`config.mk`:
```
export PLATFORM = sky130hd
export DESIGN_NAME = instr_encoder
export DESIGN_NICKNAME = d
export VERILOG_FILES = /design/src/rtl/instr_pkg.sv /design/src/rtl/instr_fifo.sv /design/src/rtl/instr_encoder.sv
export SDC_FILE = /design/constraint.sdc
export NUM_CORES = 1
export LEC_CHECK = 0
export BUFFER_PORTS_ARGS = -buffer_cell sky130_fd_sc_hd__buf_2
export CAP_MARGIN = 0
export CORE_MARGIN = 4
export CORE_UTILIZATION = 32
export DETAILED_ROUTE_END_ITERATION = 6
export MAX_ROUTING_LAYER = met4
export PLACE_DENSITY_LB_ADDON = 0.25
export SLEW_MARGIN = 20
export SYNTH_ARGS = -nofsm -noshare
export SYNTH_HDL_FRONTEND = slang
export SYNTH_HIERARCHICAL = 1
export SYNTH_SLANG_ARGS = --single-unit
```
`constraint.sdc`:
```
create_clock -name clk -period 3.04 [get_ports clk]
set_clock_uncertainty 0.2 [all_clocks]
set_input_delay 0.608 -clock clk [delete_from_list [all_inputs] [get_ports clk]]
set_output_delay 0.608 -clock clk [all_outputs]
set_load 0.02 [all_outputs]
```
`src/rtl/instr_pkg.sv`:
```
// -----------------------------------------------------------------------------
// instr_pkg
// Shared definitions for the 32-bit instruction word used by the encoder that
// loads instruction memory and by the control unit's decoder.
//   - field MSB/LSB positions and field widths
//   - FSM state type for the encoder's memory-write sequencer
//   - pack_word(): assembles a full instruction word from its fields
// Optional feature macro: INSTR_ENC_PARITY_EN
//   defined   -> bit 23 carries even parity over the whole word
//   undefined -> bit 23 is tied to 0 and no parity logic is built
// -----------------------------------------------------------------------------
package instr_pkg;

    localparam int WORD_W = 32;
    localparam int OPC_W  = 4;
    localparam int NUM_W  = 8;
    localparam int REG_W  = 5;

    localparam int OPC_MSB    = 31;
    localparam int OPC_LSB    = 28;
    localparam int NUM_MSB    = 22;
    localparam int NUM_LSB    = 15;
    localparam int A3_MSB     = 14;
    localparam int A3_LSB     = 10;
    localparam int A2_MSB     = 9;
    localparam int A2_LSB     = 5;
    localparam int A1_MSB     = 4;
    localparam int A1_LSB     = 0;
    localparam int PARITY_BIT = 23;

    typedef enum logic [1:0] {
        ST_IDLE  = 2'd0,
        ST_WRITE = 2'd1,
        ST_FULL  = 2'd2
    } enc_state_t;

    // Bits 27:24 are reserved and always zero. The parity bit is computed
    // over the word while bit 23 is still zero, which makes the XOR of all
    // 32 bits of the final word come out even.
    function automatic logic [WORD_W-1:0] pack_word(
        input logic [OPC_W-1:0] opc,
        input logic [NUM_W-1:0] num,
        input logic [REG_W-1:0] a3,
        input logic [REG_W-1:0] a2,
        input logic [REG_W-1:0] a1
    );
        logic [WORD_W-1:0] w;
        w                  = '0;
        w[OPC_MSB:OPC_LSB] = opc;
        w[NUM_MSB:NUM_LSB] = num;
        w[A3_MSB:A3_LSB]   = a3;
        w[A2_MSB:A2_LSB]   = a2;
        w[A1_MSB:A1_LSB]   = a1;
`ifdef INSTR_ENC_PARITY_EN
        w[PARITY_BIT]      = ^w;
`endif
        return w;
    endfunction

endpackage

```
`src/rtl/instr_fifo.sv`:
```
// -----------------------------------------------------------------------------
// instr_fifo
// Synchronous FIFO holding finished instruction words between the field
// input and the memory write port.
// Parameters: DEPTH (power of two, >= 2), WIDTH
// Ports:
//   clk, rst      clock, asynchronous active-high reset
//   clear         synchronous flush (beats push and pop)
//   push, wdata   write side; ignored when full
//   pop           read side; ignored when empty
//   rdata         head entry (valid when !empty)
//   full, empty   status flags
//   count         number of stored entries
// -----------------------------------------------------------------------------
module instr_fifo #(
    parameter int DEPTH = 4,
    parameter int WIDTH = 32
) (
    input  logic                     clk,
    input  logic                     rst,
    input  logic                     clear,
    input  logic                     push,
    input  logic                     pop,
    input  logic [WIDTH-1:0]         wdata,
    output logic [WIDTH-1:0]         rdata,
    output logic                     full,
    output logic                     empty,
    output logic [$clog2(DEPTH):0]   count
);

    localparam int PW = $clog2(DEPTH);

    logic [WIDTH-1:0] store [DEPTH];
    logic [PW-1:0]    rd_ptr;
    logic [PW-1:0]    wr_ptr;
    logic [PW:0]      cnt;
    logic             do_push;
    logic             do_pop;

    assign do_push = push && !full && !clear;
    assign do_pop  = pop && !empty && !clear;

    assign full  = (cnt == (PW+1)'(DEPTH));
    assign empty = (cnt == '0);
    assign count = cnt;
    assign rdata = store[rd_ptr];

    // Storage needs no reset: an entry is only ever read after it is written.
    always_ff @(posedge clk) begin
        if (do_push) begin
            store[wr_ptr] <= wdata;
        end
    end

    always_ff @(posedge clk or posedge rst) begin
        if (rst) begin
            rd_ptr <= '0;
            wr_ptr <= '0;
            cnt    <= '0;
        end else if (clear) begin
            rd_ptr <= '0;
            wr_ptr <= '0;
            cnt    <= '0;
        end else begin
            if (do_push) begin
                wr_ptr <= wr_ptr + PW'(1);
            end
            if (do_pop) begin
                rd_ptr <= rd_ptr + PW'(1);
            end
            case ({do_push, do_pop})
                2'b10:   cnt <= cnt + (PW+1)'(1);
                2'b01:   cnt <= cnt - (PW+1)'(1);
                default: cnt <= cnt;
            endcase
        end
    end

endmodule

```
`src/rtl/instr_encoder.sv`:
```
// -----------------------------------------------------------------------------
// instr_encoder
// Program-loading path in front of instruction memory. Packs instruction
// fields into 32-bit words, buffers them in a FIFO and writes them to memory
// at consecutive addresses starting from 0, stopping once the top address
// has been written.
// Parameters: FIFO_DEPTH (power of two, >= 2), MEM_AW (memory address width)
// Ports:
//   clk, rst                 clock, asynchronous active-high reset
//   clear                    synchronous flush of FIFO and write address
//   in_valid, in_ready       field-set handshake
//   opcode, number,
//   addr3, addr2, addr1      instruction fields
//   mem_we, mem_ready        memory write handshake
//   mem_addr, mem_wdata      write address and packed word
//   mem_full                 every memory location has been written
//   words_written            completed write count
// Optional feature macro: INSTR_ENC_PARITY_EN (even parity in bit 23)
// -----------------------------------------------------------------------------
module instr_encoder
    import instr_pkg::*;
#(
    parameter int FIFO_DEPTH = 4,
    parameter int MEM_AW     = 5
) (
    input  logic              clk,
    input  logic              rst,
    input  logic              clear,
    input  logic              in_valid,
    output logic              in_ready,
    input  logic [OPC_W-1:0]  opcode,
    input  logic [NUM_W-1:0]  number,
    input  logic [REG_W-1:0]  addr3,
    input  logic [REG_W-1:0]  addr2,
    input  logic [REG_W-1:0]  addr1,
    output logic              mem_we,
    input  logic              mem_ready,
    output logic [MEM_AW-1:0] mem_addr,
    output logic [WORD_W-1:0] mem_wdata,
    output logic              mem_full,
    output logic [MEM_AW:0]   words_written
);

    localparam int CNT_W = $clog2(FIFO_DEPTH) + 1;

    enc_state_t        state;
    enc_state_t        state_next;
    logic [WORD_W-1:0] packed_word;
    logic [WORD_W-1:0] head_word;
    logic              fifo_full;
    logic              fifo_empty;
    logic [CNT_W-1:0]  fifo_count;
    logic [MEM_AW-1:0] wr_ptr;
    logic [MEM_AW:0]   wr_count;
    logic              push;
    logic              pop;
    logic              write_done;
    logic              at_top;

    assign packed_word = pack_word(opcode, number, addr3, addr2, addr1);

    // clear blocks the input so a field set offered alongside it is dropped.
    assign in_ready   = !fifo_full && (state != ST_FULL) && !clear;
    assign push       = in_valid && in_ready;
    assign mem_we     = !fifo_empty && (state != ST_FULL);
    assign write_done = mem_we && mem_ready;
    assign pop        = write_done && !clear;
    assign at_top     = (wr_ptr == {MEM_AW{1'b1}});

    // Word output is zeroed whenever no write is requested so the bus reads
    // 0 out of reset and in FULL rather than exposing stale FIFO contents.
    assign mem_addr      = wr_ptr;
    assign mem_wdata     = mem_we ? head_word : '0;
    assign mem_full      = (state == ST_FULL);
    assign words_written = wr_count;

    instr_fifo #(
        .DEPTH (FIFO_DEPTH),
        .WIDTH (WORD_W)
    ) u_fifo (
        .clk   (clk),
        .rst   (rst),
        .clear (clear),
        .push  (push),
        .pop   (pop),
        .wdata (packed_word),
        .rdata (head_word),
        .full  (fifo_full),
        .empty (fifo_empty),
        .count (fifo_count)
    );

    always_ff @(posedge clk or posedge rst) begin
        if (rst) begin
            state <= ST_IDLE;
        end else begin
            state <= state_next;
        end
    end

    always_comb begin
        state_next = state;
        case (state)
            ST_IDLE: begin
                if (push) begin
                    state_next = ST_WRITE;
                end
            end
            ST_WRITE: begin
                if (pop && at_top) begin
                    state_next = ST_FULL;
                end else if (pop && !push && (fifo_count == CNT_W'(1))) begin
                    state_next = ST_IDLE;
                end
            end
            ST_FULL: begin
                state_next = ST_FULL;
            end
            default: begin
                state_next = ST_IDLE;
            end
        endcase
        if (clear) begin
            state_next = ST_IDLE;
        end
    end

    // The address wraps to 0 after the top write; FULL then prevents any
    // further writes until clear or reset.
    always_ff @(posedge clk or posedge rst) begin
        if (rst) begin
            wr_ptr   <= '0;
            wr_count <= '0;
        end else if (clear) begin
            wr_ptr   <= '0;
            wr_count <= '0;
        end else if (pop) begin
            wr_ptr   <= wr_ptr + MEM_AW'(1);
            wr_count <= wr_count + (MEM_AW+1)'(1);
        end
    end

endmodule

```
; ---- Word level (Yosys, flattened, before mapping)
; Memories as Yosys holds them, arrays and structs flattened.
; Cells that the tools add are included.
[classes]
reduce_logical = 24
n_eq_ne = 10
mux = 18
addsub = 6
[ops]
columns = operator, n
row1 = $mux W32, 1
row2 = $mux W2, 8
row3 = $logic_and A1 B1 Y1, 13
row4 = $mux W6, 2
row5 = $mux W5, 2
row6 = $add A6 B1 Y6 const B, 1
row7 = $pmux W2 S3, 1
row8 = $pmux W3 S2, 1
row9 = $reduce_bool A2 Y1, 3
row10 = $add A5 B1 Y5 const B, 1
row11 = $eq A5 B5 Y1 const B, 1
row12 = $add A2 B1 Y2 const B, 2
row13 = $eq A2 B1 Y1 const B, 2
row14 = $eq A2 B2 Y1 const B, 2
row15 = $logic_not A1 Y1, 4
row16 = $ne A4 B4 Y1 const B, 1
row17 = $add A3 B1 Y3 const B, 1
row18 = $eq A3 B1 Y1 const B, 1
row19 = $eq A3 B3 Y1 const B, 1
row20 = $logic_not A3 Y1, 1
row21 = $mux W3, 1
row22 = $ne A3 B3 Y1 const B, 1
row23 = $reduce_bool A3 Y1, 1
row24 = $sub A3 B1 Y3 const B, 1
row25 = 4 further kinds, 5
[word_totals]
elab_cells = 65
n_memories = 1
mem_bits_rw = 108
register_bits = 20
[memory_table]
columns = name, depth, word_bits, rd, rd_ports_with_merged_regs, write_ports, line
row1 = u_fifo.store, 4, 27, 1, 0, 1, instr_fifo.sv:33  ; logic [WIDTH-1:0] store [DEPTH];

; ---- Longest topological paths before layout
; Gate-level depths: netlist of run 1.
[logic_depth]
ltp_word = 12
mapped_depth = 13

; ---- Cells and area by module
; The synthesis of run 1 kept the hierarchy.
[modules_own_cells]
columns = mod, area_each_um2, n_inst, cells_per_inst
row1 = instr_fifo, 5196.2, 1, 233
row2 = instr_encoder, 962.2, 1, 116

; ---- Least setup slack after synthesis of run 1
; No wires, ideal clock.
[synth_timing]
path_type = input port to flip-flop
startpoint = input port clear
endpoint = memory u_fifo/store[0][0] (netlist name), enable pin
t_arrival_ns = 2.422
t_required_ns = 2.448
path_buffers = 2
setup_slack_ns = 0.026
cell_stages = 6
path_cell_list = clkbuf_1 nor4b_2 buf_2 o21ai_4 nor2_1 and2_1
[synth_between]
elab_chain_len = 7
[synth_rtl]
columns = item, line
row1 = from (decl), instr_encoder.sv:28  ; input logic clear,
row2 = $logic_not A1 Y1, instr_encoder.sv:63  ; assign in_ready = !fifo_full && (state != ST_FULL) && !clear;
row3 = $logic_and A1 B1 Y1, instr_encoder.sv:63
row4 = $logic_and A1 B1 Y1, instr_encoder.sv:64  ; assign push = in_valid && in_ready;
row5 = via push, instr_encoder.sv:55  ; logic push;
row6 = $logic_and A1 B1 Y1 (2 in series), instr_fifo.sv:40  ; assign do_push = push && !full && !clear;
row7 = $mux W1, instr_fifo.sv:50  ; if (do_push) begin
row8 = $mux W1 (not written as such), instr_fifo.sv:51  ; store[wr_ptr] <= wdata;
row9 = to (decl), instr_fifo.sv:33
; The timed path passes the listed nets, and every way through them passes these cells.

; ---- Worst setup path in the final report of run 1
[layout_timing]
startpoint = register u_fifo.rd_ptr[0]
endpoint = output port mem_wdata[16]
[layout_between]
elab_chain_len = 2
[layout_rtl]
columns = item, line
row1 = from (decl), instr_fifo.sv:34  ; logic [PW-1:0] rd_ptr;
row2 = from (signal assigned), instr_fifo.sv:69  ; rd_ptr <= rd_ptr + PW'(1);
row3 = $mem_v2 Z4 W27, -
row4 = via head_word[16], instr_encoder.sv:49  ; logic [WORD_W-1:0] head_word;
row5 = $mux W32, instr_encoder.sv:73  ; assign mem_wdata = mem_we ? head_word : '0;
row6 = to (decl), instr_encoder.sv:39  ; output logic [WORD_W-1:0] mem_wdata,
; The timed path passes the listed nets, and every way through them passes these cells.

==> flow_summary_export.csv, run 1 <==
group,metric,value,unit
run_status,result_of_the_run,"finished clean",
layout,final_layout_size_suffix_gt1_frac,0.376,
global_routing,antenna_found_initial,1,
setup_path,ff2ff_path_depth,9,
clock_network,worstSkewPairLatency,0.41,ns
floorplan,die_height,147,um
floorplan,io_pins,78,
setup_path,r2r-start,"u_fifo/count[1]$_DFFE_PP0P_",
layout,area_growth,24.5,%
floorplan,placeableCoreArea,18800,um2
global_routing,grtUsageMet2,0.187,
sta,hold_viol_final,0,
layout,fillerInstances,1704,
setup_path,setup.worst_path.start_class,"register",
setup_path,path_delay_family,"flip-flops",
routing,final_antenna_net_count,0,
layout,layout.cells.most_common,"sky130_fd_sc_hd__edfxtp_1",
clock_network,clock-sinks,148,
job,max_capacitance_violation_count,0,
yosys,yosys_register_bits,148,
routing,avgRoutedWirePerCell,16.5,um
place,place.gp.congestion,0.790,
setup_path,crit_path_max_fanout,16,
clock_network,cts.root.buffer_cell,"sky130_fd_sc_hd__clkbuf_16",
floorplan,die_area,21500,um2
min_path,worst_hold_path_cells,1,
layout,postLayoutCellArea,7670,um2
place,io_buffers,77,
yosys,synth_top_area_share,0.624,
floorplan,die_width,147,um
global_routing,grt_first_pass_wirelength,19500,um
floorplan,fp-row-count,50,
global_routing,grt_start_max_net_pins,34,
setup_path,timing.setup.critical_path_class,"register to primary output",
setup_path,r2r_end,"u_fifo/count[2]$_DFFE_PP0P_",
yosys,synth.largest_area_cell,"sky130_fd_sc_hd__edfxtp_1",
yosys,avgSynthCellArea,17.6,um2
setup_path,timing.critical_path.slowest_cell_delay,0.57,ns
sta,finalSetupViolCount,0,
yosys,area_of_the_mapped_netlist,6160,um2
global_routing,global_route.peak_usage_layer,"met2",
setup_path,setup.worst_path.end_class,"primary output",
min_path,hold_path_class,"primary input to register",
sta,post-route-min-period,2.87,ns
routing,route.detailed.drc,0,
sta,fmax,349,MHz
clock_network,cts.htree.levels,4,
clock_network,clk_path_buf_depth,2,
routing,route.final.wire_length,12200,um
sta,tightest_slew,0.527,ns
global_routing,globalRoute.totalOverflow,0,
yosys,synth_top_flop_cell,"sky130_fd_sc_hd__edfxtp_1",
layout,final_cell_mix,"sky130_fd_sc_hd__edfxtp_1 (128), sky130_fd_sc_hd__buf_2 (77), sky130_fd_sc_hd__and2_1 (32), sky130_fd_sc_hd__mux4_2 (32), sky130_fd_sc_hd__conb_1 (20)",
pwr,p_leak,2.80,nW
setup_path,reg2reg_slack,0.28,ns
routing,drt-initial-drc-count,204,
setup_path,critical_path.cell_chain,"buf_12 -> mux4_2 -> and2_1 -> buf_2",
sta,final_min_period_over_clock_period,0.943,
place,dpl_cell_area,7040,um2
global_routing,globalRouteMet3Util,0.0376,
setup_path,cp_num_cells,4,
global_routing,globalRouteTotalUtil,0.122,
sta,unrepaired_setup_endpoints_after_global_routing,"false",
setup_path,crit_buf_inv,2,
yosys,ys_top_cells_by_area,"sky130_fd_sc_hd__edfxtp_1 (62%), sky130_fd_sc_hd__mux4_2 (12%), sky130_fd_sc_hd__dfrtp_1 (8.1%)",
yosys,synth.lib_cells_used.distinct,46,
layout,multi_input_area,1740,um2
yosys,synth.yosys.seq_area_share,0.705,
min_path,hold_start,"number[5]",
global_routing,vias_in_the_first_global_route,3574,
sta,maxSlewViolCount,0,
clock_network,post-cts-setup-buffers,0,
clock_network,cts_buffers,17,
setup_path,cp_data_required_time,2.23,ns
layout,nNetsFinal,501,
sta,relSlewSlack,0.648,
yosys,syn-instance-count,349,
pwr,power_per_cell_area,591,nW/um2
sta,setup_tns,0,ns
yosys,synth.yosys.warnings,6,
setup_path,worst_path_max_delay_cell,"sky130_fd_sc_hd__dfrtp_2",
clock_network,worst_setup_hold_path_clk_slew,0.06,ns
routing,num_vias,3364,
yosys,synth_edf_count,128,
yosys,synthArstFlopShare,0.135,
clock_network,cts_tree,"done",
routing,drt_pre_antenna_iters,6,
place,post-dp-hpwl,7940,um
global_routing,grt_use_met1,0.156,
setup_path,arrival_time_of_the_worst_setup_path,2.06,ns
floorplan,starting_density,0.327,
layout,reg_area,4350,um2
routing,routed_via_density,4.58,
pwr,peakVddDrop,423,uV
min_path,worstHoldEndpoint,"u_fifo/store[2][20]$_DFFE_PP_",
[synthesized netlist by cell type, drive strengths merged, types with 6 or more instances]
cell type	count
nor2	12
ha	7
nand2	6
buf	14
edfxtp	128
nand3	8
and2	37
inv	8
mux4	32
clkbuf	7
dfrtp	20
o21ai	12
a21oi	12
[flip-flops by register name, indices dropped and copies added (netlist names)]
register and flops:
words_written 6, u_fifo/rd_ptr 2, state 2, mem_addr 5, u_fifo/wr_ptr 2, u_fifo/store 128
u_fifo/count 3
[stage by stage]
stage | hold WS [ns] | util | instances | total power, mW | worst slack, ns
floorplan | 0.211 | - | 368 | 2.37 | 0.0261
global placement | 0.357 | 0.374 | 701 | 2.45 | 0.343
detailed placement | 0.380 | 0.374 | 701 | 2.45 | 0.325
CTS | 0.189 | 0.407 | 734 | 4.58 | 0.0575
global route | 0.189 | 0.407 | 735 | 4.69 | 0.0241
finish | 0.209 | 0.407 | 735 | 4.53 | 0.175
[area by class of cell]
class,count,area share
diodes,1,0.000326
repair buffers,95,0.0796
inverters,8,0.00392
multi-input cells,191,0.227
well taps,260,0.0424
clock buffers,18,0.0560
clock inverters,14,0.0233
flip-flops and latches,148,0.567
[where the power goes]
group,internal [mW],switching (mW)
Clock,1.30,0.819
Combinational,0.0638,0.0968
Sequential,2.24,0.00991
Total,3.60,0.926
[routing by layer]
layer | routed length [um] | vias up
li1 | - | 1562
met1 | 5410 | 1699
met5 | 0 | -
met4 | 110 | 0
met2 | 5920 | 93
met3 | 718 | 10
[repair_timing]
action                                  4_1_cts  5_1_grt
gates resized for setup                       0        2
endpoints found under the hold margin         7        0
endpoints found under the setup margin        0       32
hold buffers                                  1        0
[logic make-up after synthesis]
kind of cell / Yosys count / share of synthesized area
flip-flops: 148 / 0.705
AND/OR/NAND/NOR: 90 / 0.0863
multiplexers: 36 / 0.125
AO/OA/AOI/OAI: 33 / 0.0343
buffers and inverters: 29 / 0.0254
adder cells (fa/ha/maj): 8 / 0.0175
XOR/XNOR: 4 / 0.00569
other: 1 / 0.000609
[worst max-delay path by stage]
stage	start	endpoint	slack [ns]
2_1_floorplan	clear	u_fifo/store[0][0]$_DFFE_PP_	0.03
3_3_place_gp	clear	u_fifo/count[2]$_DFFE_PP0P_	0.34
3_5_place_dp	u_fifo/count[0]$_DFFE_PP0P_	u_fifo/count[2]$_DFFE_PP0P_	0.33
4_1_cts	u_fifo/count[0]$_DFFE_PP0P_	mem_wdata[28]	0.06
5_1_grt	u_fifo/count[1]$_DFFE_PP0P_	u_fifo/count[2]$_DFFE_PP0P_	0.02
6_report	u_fifo/rd_ptr[0]$_DFFE_PP0P_	mem_wdata[16]	0.17
Power figures use the tool's default switching activity.
==> run 2, diff against run 1 <==
SLEW_MARGIN = 5   (was 20)
clock period = 2.4 ns   (was 3.04 ns; I/O delays follow)
==> flow_summary_export.csv, run 2 (same netlist as run 1, synthesis figures left out) <==
group,metric,value,unit
run_status,result_of_the_run,"finished with violations",
run_status,violations_in_the_final_reports,"negative setup slack",
layout,nNetsFinal,532,
pwr,pwr-share-clk,0.455,
sta,finalSetupViolCount,33,
floorplan,die_width,147,um
floorplan,starting_density,0.327,
floorplan,io_pins,78,
setup_path,r2r-start,"state[0]$_DFFE_PP0P_",
place,io_buffers,77,
clock_network,worstSkewPairLatency,0.42,ns
global_routing,antenna_found_initial,2,
place,dpl_cell_area,7280,um2
setup_path,crit_path_max_fanout,8,
floorplan,placeableCoreArea,18800,um2
place,post-place-cells,711,
place,preCtsSetupSlack,-0.0504,ns
layout,postLayoutCellArea,8200,um2
routing,final_antenna_net_count,0,
layout,reg_area,4350,um2
clock_network,clock-sinks,148,
place,post-dp-hpwl,8300,um
floorplan,fp-row-count,50,
setup_path,reg2reg_slack,-0.01,ns
setup_path,setup.worst_path.end_class,"primary output",
sta,hold_viol_final,0,
setup_path,arrival_time_of_the_worst_setup_path,1.91,ns
clock_network,worst_setup_hold_path_clk_slew,0.06,ns
pwr,peakVddDrop,503,uV
layout,layout.cells.most_common,"sky130_fd_sc_hd__edfxtp_1",
clock_network,cts.htree.levels,4,
setup_path,r2r_end,"u_fifo/count[2]$_DFFE_PP0P_",
setup_path,cp-endpoint,"mem_wdata[17]",
layout,final_cell_mix,"sky130_fd_sc_hd__edfxtp_1 (128), sky130_fd_sc_hd__buf_2 (62), sky130_fd_sc_hd__buf_4 (40)",
sta,post-route-min-period,2.59,ns
setup_path,setup.worst_path.start_class,"register",
sta,final_min_period_over_clock_period,1.08,
layout,fillerInstances,1708,
pwr,power.switching,1.20,mW
routing,route.detailed.drc,0,
global_routing,vias_in_the_first_global_route,3750,
sta,tightest_slew,0.528,ns
global_routing,grt_start_max_net_pins,20,
routing,num_vias,3488,
setup_path,cp_data_required_time,1.72,ns
routing,avgRoutedWirePerCell,17.3,um
clock_network,cts_tree,"done",
global_routing,globalRoute.totalOverflow,0,
min_path,hold_path_class,"primary input to register",
layout,area_growth,33.2,%
routing,drt_pre_antenna_iters,4,
setup_path,timing.setup.critical_path_class,"register to primary output",
global_routing,grt_first_pass_wirelength,21100,um
routing,drt-initial-drc-count,217,
pwr,proportion_of_power_drawn_by_combinational_gates,0.045,
job,max_capacitance_violation_count,0,
sta,relSlewSlack,0.648,
place,place.gp.congestion,0.718,
floorplan,die_area,21500,um2
sta,fmax,386,MHz
pwr,share_seq_of_total_power,0.499,
pwr,p_leak,3.02,nW
layout,final_layout_size_suffix_gt1_frac,0.465,
setup_path,cp-startpoint,"u_fifo/rd_ptr[0]$_DFFE_PP0P_",
sta,unrepaired_setup_endpoints_after_global_routing,"true",
setup_path,ff2ff_path_depth,9,
floorplan,die_height,147,um
sta,maxSlewViolCount,0,
sta,setup_slack,-0.190,ns
clock_network,cts.root.buffer_cell,"sky130_fd_sc_hd__clkbuf_16",
layout,largest_register_ff_count,128,
clock_network,cts_buffers,17,
layout,register_bank_with_the_most_flops,"u_fifo/store",
global_routing,globalRouteTotalUtil,0.134,
pwr,power_per_cell_area,694,nW/um2
layout,utilization,0.436,
pwr,internal_power,4.49,mW
clock_network,clk_path_buf_depth,2,
routing,route.final.wire_length,13300,um
layout,instances_no_fill,767,
sta,fin_hold_ws,0.0803,ns
routing,routed_via_density,4.55,
layout,multi_input_area,1890,um2
pwr,power.share.switching,0.211,
-- run 2: cell count changes in the layout (fill, tap and decap cells not counted), moves of 4 or more --
cell / delta
sky130_fd_sc_hd__inv_6: +4
sky130_fd_sc_hd__and2_2: -4
sky130_fd_sc_hd__buf_12: +8
sky130_fd_sc_hd__and2_1: -14
sky130_fd_sc_hd__buf_6: +6
sky130_fd_sc_hd__buf_4: +30
sky130_fd_sc_hd__buf_2: -15
sky130_fd_sc_hd__and2_4: +18
-- run 2: worst min-delay path by stage --
stage	start	endpoint	slack [ns]	cells after the start
detailed placement	rst	u_fifo/count[2]$_DFFE_PP0P_	0.25	2
global route	addr1[4]	u_fifo/store[1][4]$_DFFE_PP_	0.07	1
global placement	rst	u_fifo/count[2]$_DFFE_PP0P_	0.26	2
CTS	addr3[3]	u_fifo/store[1][13]$_DFFE_PP_	0.06	1
finish	number[7]	u_fifo/store[1][22]$_DFFE_PP_	0.08	1
floorplan	rst	u_fifo/count[2]$_DFFE_PP0P_	0.08	1
-- run 2: final cells by class --
cell class / count / share of cell area
Timing Repair Buffer: 125 / 0.124
Antenna cell: 2 / 0.000610
Multi-Input combinational cell: 192 / 0.230
Inverter: 8 / 0.00458
Tap cell: 260 / 0.0397
Sequential cell: 148 / 0.531
Clock buffer: 18 / 0.0523
Clock inverter: 14 / 0.0185
-- run 2: metal layers --
layer	routed length, um	GRT usage
met3	582	0.0395
met4	116	0.0395
met5	0	-
met1	5630	0.162
met2	6960	0.217
-- run 2: through the flow --
step	total power, mW	TNS [ns]
2_1_floorplan	3.01	-0.354
3_3_place_gp	3.11	0
3_5_place_dp	3.12	-0.0504
4_1_cts	5.75	-5.48
5_1_grt	5.93	-6.99
6_report	5.69	-4.30
-- run 2: timing repair --
action                     CTS  global route
cloned                       1             1
pin swaps                    8             2
setup buffers               12             7
hold buffers                 1             0
setup endpoints to repair   88           151
hold endpoints to repair    20             0
gates resized for setup      6            40
-- run 2: power groups by stage --
stage	combinational, mW	clock (mW)	sequential, mW
5_1_grt	0.283	2.80	2.84
4_1_cts	0.245	2.67	2.84
6_report	0.256	2.59	2.84
3_3_place_gp	0.218	0	2.90
3_5_place_dp	0.224	0	2.90
2_1_floorplan	0.118	0	2.90
-- run 2: critical path, stage by stage (launching register included) --
cell and delay [ns]:
sky130_fd_sc_hd__dfrtp_2 0.39, sky130_fd_sc_hd__buf_4 0.13, sky130_fd_sc_hd__buf_12 0.14, sky130_fd_sc_hd__mux4_2 0.54
sky130_fd_sc_hd__and2_4 0.16, sky130_fd_sc_hd__buf_4 0.15
